<file path="src/rtl/osd_wr_arbiter.sv">
// osd_wr_arbiter
//
// This block arbitrates two character-write requesters onto one char RAM write
// port. It can also run an optional engine that fills the whole screen with a
// single character.
//
// Arbitration:
// - A lone valid requester is granted directly.
// - When both requesters are valid, the one not granted most recently wins.
//
// Write timing and drops:
// - An accepted beat appears on wr_* one cycle later.
// - Beats whose address is at or beyond CHAR_RAM_SIZE are consumed but not
//   written. Each one increments a saturating drop counter.
//
// Optional feature (macro OSD_WR_ARBITER_CLEAR_EN):
// - Defining OSD_WR_ARBITER_CLEAR_EN builds the fill engine.
// - A clear_start pulse in IDLE latches clear_char and stalls both requesters.
// - The engine then writes addresses 0..CHAR_RAM_SIZE-1 one per cycle.
// - clear_done is raised on the last write.
// - Without the macro, clear_start/clear_char are ignored and clear_busy and
//   clear_done are tied low.
//
// Ports:
//   clk, reset_n                   single clock, synchronous active-low reset
//   reqN_valid/addr/data/ready     requester N write handshake (N = 0, 1)
//   clear_start, clear_char        fill request pulse and fill character
//   clear_busy, clear_done         fill in progress / pulse on final fill write
//   wr_addr, wr_data, wr_en        char RAM write port (registered)
//   drop_count                     saturating count of out-of-range beats
module osd_wr_arbiter #(
  parameter int COLS          = 40,
  parameter int ROWS          = 30,
  parameter int CHAR_RAM_SIZE = COLS * ROWS
) (
  input  logic        clk,
  input  logic        reset_n,
  input  logic        req0_valid,
  input  logic [10:0] req0_addr,
  input  logic [7:0]  req0_data,
  output logic        req0_ready,
  input  logic        req1_valid,
  input  logic [10:0] req1_addr,
  input  logic [7:0]  req1_data,
  output logic        req1_ready,
  input  logic        clear_start,
  input  logic [7:0]  clear_char,
  output logic        clear_busy,
  output logic        clear_done,
  output logic [10:0] wr_addr,
  output logic [7:0]  wr_data,
  output logic        wr_en,
  output logic [7:0]  drop_count
);

  localparam logic [11:0] RAM_SIZE  = 12'(CHAR_RAM_SIZE);
  localparam logic [10:0] LAST_ADDR = 11'(CHAR_RAM_SIZE - 1);

  logic        wr_en_q;
  logic [10:0] wr_addr_q;
  logic [7:0]  wr_data_q;
  logic [7:0]  drop_q;
  logic        last_grant_q;   // 1: req1 was granted most recently

  logic        arb_open;
  logic        grant0;
  logic        grant1;
  logic        accept;
  logic [10:0] acc_addr;
  logic [7:0]  acc_data;
  logic        acc_in_range;

`ifdef OSD_WR_ARBITER_CLEAR_EN
  typedef enum logic {ST_IDLE, ST_CLEAR} state_t;

  state_t      state_q;
  logic [10:0] fill_q;         // address currently shown on wr_addr during a fill
  logic [10:0] fill_d;
  logic [7:0]  fill_char_q;
  logic        done_q;

  // A clear_start seen in IDLE takes priority over any request in that cycle.
  assign arb_open   = reset_n & (state_q == ST_IDLE) & ~clear_start;
  assign fill_d     = fill_q + 11'd1;
  assign clear_busy = (state_q == ST_CLEAR);
  assign clear_done = done_q;
`else
  logic unused_clear;

  assign arb_open     = reset_n;
  assign clear_busy   = 1'b0;
  assign clear_done   = 1'b0;
  assign unused_clear = ^{clear_start, clear_char};
`endif

  always_comb begin
    grant0       = req0_valid & (~req1_valid | last_grant_q);
    grant1       = req1_valid & (~req0_valid | ~last_grant_q);
    req0_ready   = arb_open & grant0;
    req1_ready   = arb_open & grant1;
    accept       = req0_ready | req1_ready;
    acc_addr     = req1_ready ? req1_addr : req0_addr;
    acc_data     = req1_ready ? req1_data : req0_data;
    acc_in_range = ({1'b0, acc_addr} < RAM_SIZE);
  end

  always_ff @(posedge clk) begin
    if (!reset_n) begin
      wr_en_q      <= 1'b0;
      wr_addr_q    <= '0;
      wr_data_q    <= '0;
      drop_q       <= '0;
      last_grant_q <= 1'b1;
`ifdef OSD_WR_ARBITER_CLEAR_EN
      state_q      <= ST_IDLE;
      fill_q       <= '0;
      fill_char_q  <= '0;
      done_q       <= 1'b0;
`endif
    end else begin
      wr_en_q <= 1'b0;
      if (accept) begin
        last_grant_q <= req1_ready;
        if (acc_in_range) begin
          wr_en_q   <= 1'b1;
          wr_addr_q <= acc_addr;
          wr_data_q <= acc_data;
        end else if (drop_q != 8'hFF) begin
          drop_q <= drop_q + 8'd1;
        end
      end
`ifdef OSD_WR_ARBITER_CLEAR_EN
      case (state_q)
        ST_IDLE: begin
          if (clear_start) begin
            // The first fill write is registered on the same edge.
            state_q     <= ST_CLEAR;
            fill_q      <= '0;
            fill_char_q <= clear_char;
            wr_en_q     <= 1'b1;
            wr_addr_q   <= '0;
            wr_data_q   <= clear_char;
            done_q      <= (LAST_ADDR == 11'd0);
          end
        end
        ST_CLEAR: begin
          // Terminate on equality so the counter never wraps.
          if (fill_q == LAST_ADDR) begin
            state_q <= ST_IDLE;
            done_q  <= 1'b0;
          end else begin
            fill_q    <= fill_d;
            wr_en_q   <= 1'b1;
            wr_addr_q <= fill_d;
            wr_data_q <= fill_char_q;
            done_q    <= (fill_d == LAST_ADDR);
          end
        end
        default: state_q <= ST_IDLE;
      endcase
`endif
    end
  end

  assign wr_en      = wr_en_q;
  assign wr_addr    = wr_addr_q;
  assign wr_data    = wr_data_q;
  assign drop_count = drop_q;

endmodule

</file>
<file path="config.mk">
export PLATFORM = sky130hd
export DESIGN_NAME = osd_wr_arbiter
export DESIGN_NICKNAME = d
export VERILOG_FILES = /design/src/rtl/osd_wr_arbiter.sv
export SDC_FILE = /design/constraint.sdc
export NUM_CORES = 1
export LEC_CHECK = 0
export CAP_MARGIN = 20
export CORE_ASPECT_RATIO = 0.75
export CORE_UTILIZATION = 33
export CTS_CLUSTER_SIZE = 16
export DETAILED_ROUTE_END_ITERATION = 16
export PLACE_DENSITY = 0.81
export SYNTH_ARGS = -nofsm -noshare
export SYNTH_HDL_FRONTEND = slang
export SYNTH_SLANG_ARGS = --single-unit
export TNS_END_PERCENT = 50
</file>
<file path="constraint.sdc">
create_clock -name clk -period 1.9 [get_ports clk]
set_input_delay 0.19 -clock clk [delete_from_list [all_inputs] [get_ports clk]]
set_output_delay 0.19 -clock clk [all_outputs]
set_load 0.01 [all_outputs]
</file>
* Yosys cells after proc, flatten, opt, wreduce, memory -nomap -nowiden
Cells that the tools add are included.
Widths: inputs -> output; s select.
** Cells by class
- $add $sub $neg :: 1
- Magnitude comparators :: 1
- Eq/ne operators :: 1
- Muxes and demuxes :: 3
- Bitwise operators :: 11
- Reduce and logical (&&, ||, !) cells :: 3
** Operators by type and width (number)
- $lt 11x11->1 const B :: 1
- $mux 11 :: 1
- $add 8x1->8 const B :: 1
- $mux 8 :: 1
- $ne 8x8->1 const B :: 1
- $and 1x1->1 :: 4
- $not 1->1 :: 4
- $reduce_and 2->1 :: 2
- $or 1x1->1 :: 3
- $reduce_and 3->1 :: 1
- $mux 1 :: 1
** Word-level totals
- Flip-flop bits (word level) :: 29
- Input bits :: 51
- Output and inout port bits :: 32
- Word-level logic and storage cells :: 25

* Depth between registers and ports, before layout
- Depth after elaboration :: 8
- Depth in mapped cells :: 7
- Gate-level depth less buffers :: 6

* Worst setup path before layout
OpenSTA, ideal clock, no wires.
- Path type :: register to register
- From :: register last_grant_q
- To :: register drop_q[7], in the netlist drop_count[7]
- Data arrival time :: 1.716 ns
- Required time :: 1.784 ns
- Slack :: 0.068 ns
- Stages on the path, launching flop included :: 6
- Path through :: dfxtp_1 and2_4 or3b_4 o22a_1 or4_1 o211a_1
** On the way
- Cells in the longest elaborated chain, start to end :: 8
** RTL lines
- start, declared :: line 63 : logic last_grant_q;
- start signal, assigned :: line 123 : last_grant_q <= req1_ready;
- $not 1->1 :: line 98 : grant1 = req1_valid & (~req0_valid | ~last_grant_q);
- $or 1x1->1 :: line 98
- $and 1x1->1 :: line 98
- $and 1x1->1 :: line 100 : req1_ready = arb_open & grant1;
- $mux 11 :: line 102 : acc_addr = req1_ready ? req1_addr : req0_addr;
- $lt 11x11->1 :: line 104 : acc_in_range = ({1'b0, acc_addr} < RAM_SIZE);
- $not 1->1 (no source line)
- $reduce_and 3->1 (no source line) (*)
- end signal, assigned :: line 129 : drop_q <= drop_q + 8'd1;
- end, declared :: line 62 : logic [7:0] drop_q;
Mark *: on every way between the ends. The rest lies on a longest branch, timed or not.
A chain may end at the register's enable or synchronous reset.

* Final worst setup path
- From :: register last_grant_q
- To :: register drop_q[6], in the netlist drop_count[6]
The elaborated chain is that of the path after synthesis.

==> results.md <==
- Die H: slightly below 60 um
- Maximum vdd ir drop: 0.000375 V
- Leak: ~0.94 nW
- Period utilisation layout: 96.1%
- Clock Skews: between 0.008 and 0.009 ns
- Post-synthesis sequential area ratio: about two fifths
- DP Worst Slack: -0.349 ns
- CP endpoint kind: flop
- Synth-to-layout area growth: 74.3%
- Synth Register Bits: 29
- RD Place Congestion: 0.895
- Total grt overflow: 0
- Max cap viols: 0
- Final min period: roughly 1.8 ns
- Cell Pwr Density: 665 mW/mm2
- # diodes: 0
- Vias in the first global route: ~1400
- Largest net degree at the start of global routing: 34
- DPL Wire Length: just over 3 mm
- Vias: 1516
- Achievable frequency: around 550 MHz
- Status: completed
- Synthesized instance count: between 150 and 200
- Final slew viol count: 0
- Worst EP required: about 2.1 ns
- Util after Layout: roughly three fifths
- YS warnings: 0
- Layout cells sized above 1: ~15%
- Final worst slack: around 0.074 ns
- Hold Vio Cnt, Final: 0
- Die ar.: 0.00447 mm2
- Core Box Area: slightly above 0.004 mm2
- Netlist cell types: 34
- Sink Count: 29
- Initial drt markers: 48
- Final layout net count: approximately 300
- Clock latency on the worst-skew pair: between 0.2 and 0.3 ns
- Hold Path Class: input pin to flop
- Crit path kind: flop to flop
- Worst Path Arrival: 2.05 ns
- Row count: 20
- CTS Root Cell: clkbuf_8
- Final antenna-violating net count: 0
- Synth top area share: about two fifths
- Non-filler cells, final: 300
- DP Cell Count: approximately 290
- CTS H-tree depth: 2
- Post-DR wirelength/cell: ~14 um
- Post-synth ARST share: 0%
- Number of vias per cell: 5.05
- Critical path launch point type: flop
- Global-route wire length before repair: between 6 and 7 mm
- Synth top area cells: dfxtp_1 42%, mux2i_1 14%, o21ai_0 7.9%, nand3_1 7.6%, o31ai_1 3.2%
- Drt pass-1 iters: 4
- Ys flop type: dfxtp_1
- Port bufs: 71
- Total power: roughly 1.6 mW
- CP Max Fanout: 7
- Syn avg cell area: roughly 9.0 um2
- CTS max path bufs: 2
- GRT Total Usage: 19.1%
- Initial antenna violation count: 0
- Number of flops mapped to enable cells by yosys: 0
- Mapped Area: 0.00139 mm2
- Die Span X: between 70 and 80 um
- Residual DRC count: 0
- Biggest area consumer among synthesized cells: dfxtp_1
- Final setup violation count: 0
- Starting Density: about 34%
- Total wire length: between 4 and 5 mm
- CTS tree: built
- Clk slew on worst S/H paths: roughly 0.070 ns
- Unrepaired setup endpoints after global routing: false
- I/O Pins: 83
- Total CTS buffers: 5
- Total Neg Setup Slack: 0 ns
==> worst paths after layout <==
path	from	end	slack [ns]	cells past startpoint
max	last_grant_q	drop_count[6]	0.07	7
min	reset_n	last_grant_q	0.36	3
max reg2reg	last_grant_q	drop_count[6]	0.07	7
min reg2reg	wr_addr[6]	wr_addr[6]	0.47	2
==> cell usage after synthesis, drive strengths merged (2+ instances only) <==
cell type	n
a211oi	2
a21o	2
a21oi	4
and2	2
and3	2
buf	8
clkbuf	3
dfxtp	29
inv	5
mux2i	19
nand2	6
nand3	21
nand4	2
nor2	4
o211ai	3
o21ai	22
o31ai	6
or4	2
==> critical path, stage by stage (launching register included) <==
cell     delay [ns]
dfxtp_1        0.33
and2_4         0.14
or3b_4         0.39
o22a_1         0.22
buf_4          0.15
buf_4          0.16
o31ai_4        0.20
o311a_1        0.18
==> cell type report <==
cell class                 count  area [um2]
timing repair buffer          92         892
sequential                    29         581
multi-input combinational    111         759
fill                         389        1630
clock inverter                 1        5.00
clock buffer                   7        96.3
tap                           55        68.8
inverter                       5        18.8
==> cells in the final DEF, fill, tap and decap left out, types with 2 or more instances in the layout <==
cell type        instances
a211oi_1                 2
a21o_1                   2
a21oi_1                  4
and3_1                   2
buf_4                   19
clkbuf_8                 7
clkdlybuf4s50_1         68
conb_1                   2
dfxtp_1                 29
dlymetal6s2s_1           2
inv_1                    5
mux2i_1                 19
nand2_1                  6
nand3_1                 21
nand4_1                  2
nor2_1                   3
o211ai_1                 3
o21ai_0                 22
o31ai_1                  4
or4_1                    2
==> where the power goes <==
group	total [mW]	internal (mW)	switching, mW
clock	0.549	0.327	0.222
combinational	0.384	0.230	0.154
sequential	0.677	0.653	0.0239
total	1.61	1.21	0.401
==> metal layers <==
metal  global-route usage, %  part of all wire (%)
met1                    24.3                    46
met2                    31.5                    47
met3                    4.88                   5.9
met4                    6.87                   1.0
met5                       0                     0
==> sequential cells by signal, summed over array words and instances (netlist names) <==
signal and cells:
drop_count 8, last_grant_q 1, wr_addr 11, wr_data 8, wr_en 1
==> stage by stage <==
step	area (um2)	hold slack (ns)
6_report	2420	0.357
3_3_place_gp	2280	0.453
3_5_place_dp	2280	0.461
5_1_grt	2420	0.375
4_1_cts	2400	0.475
2_1_floorplan	1390	0.352
==> cells by family after synthesis <==
kind of cell	after synthesis	share of synthesized area [%]
buf+inv	16	5.31
simple gates	42	16.1
fa+ha+maj	1	0.901
flops	29	41.8
compound gates	46	21.1
other cells	1	0.270
mux	20	14.5
==> what timing repair did <==
item / 4_1_cts / 5_1_grt
endpoints found under the hold margin: 0 / 0
hold buffers: 0 / 0
setup buffers: 1 / 0
endpoints found under the setup margin: 3 / 3
pin swaps: 1 / 0
gates resized for setup: 3 / 5
cloned: 0 / 0
Note: power is estimated with default switching activity, not from simulation.
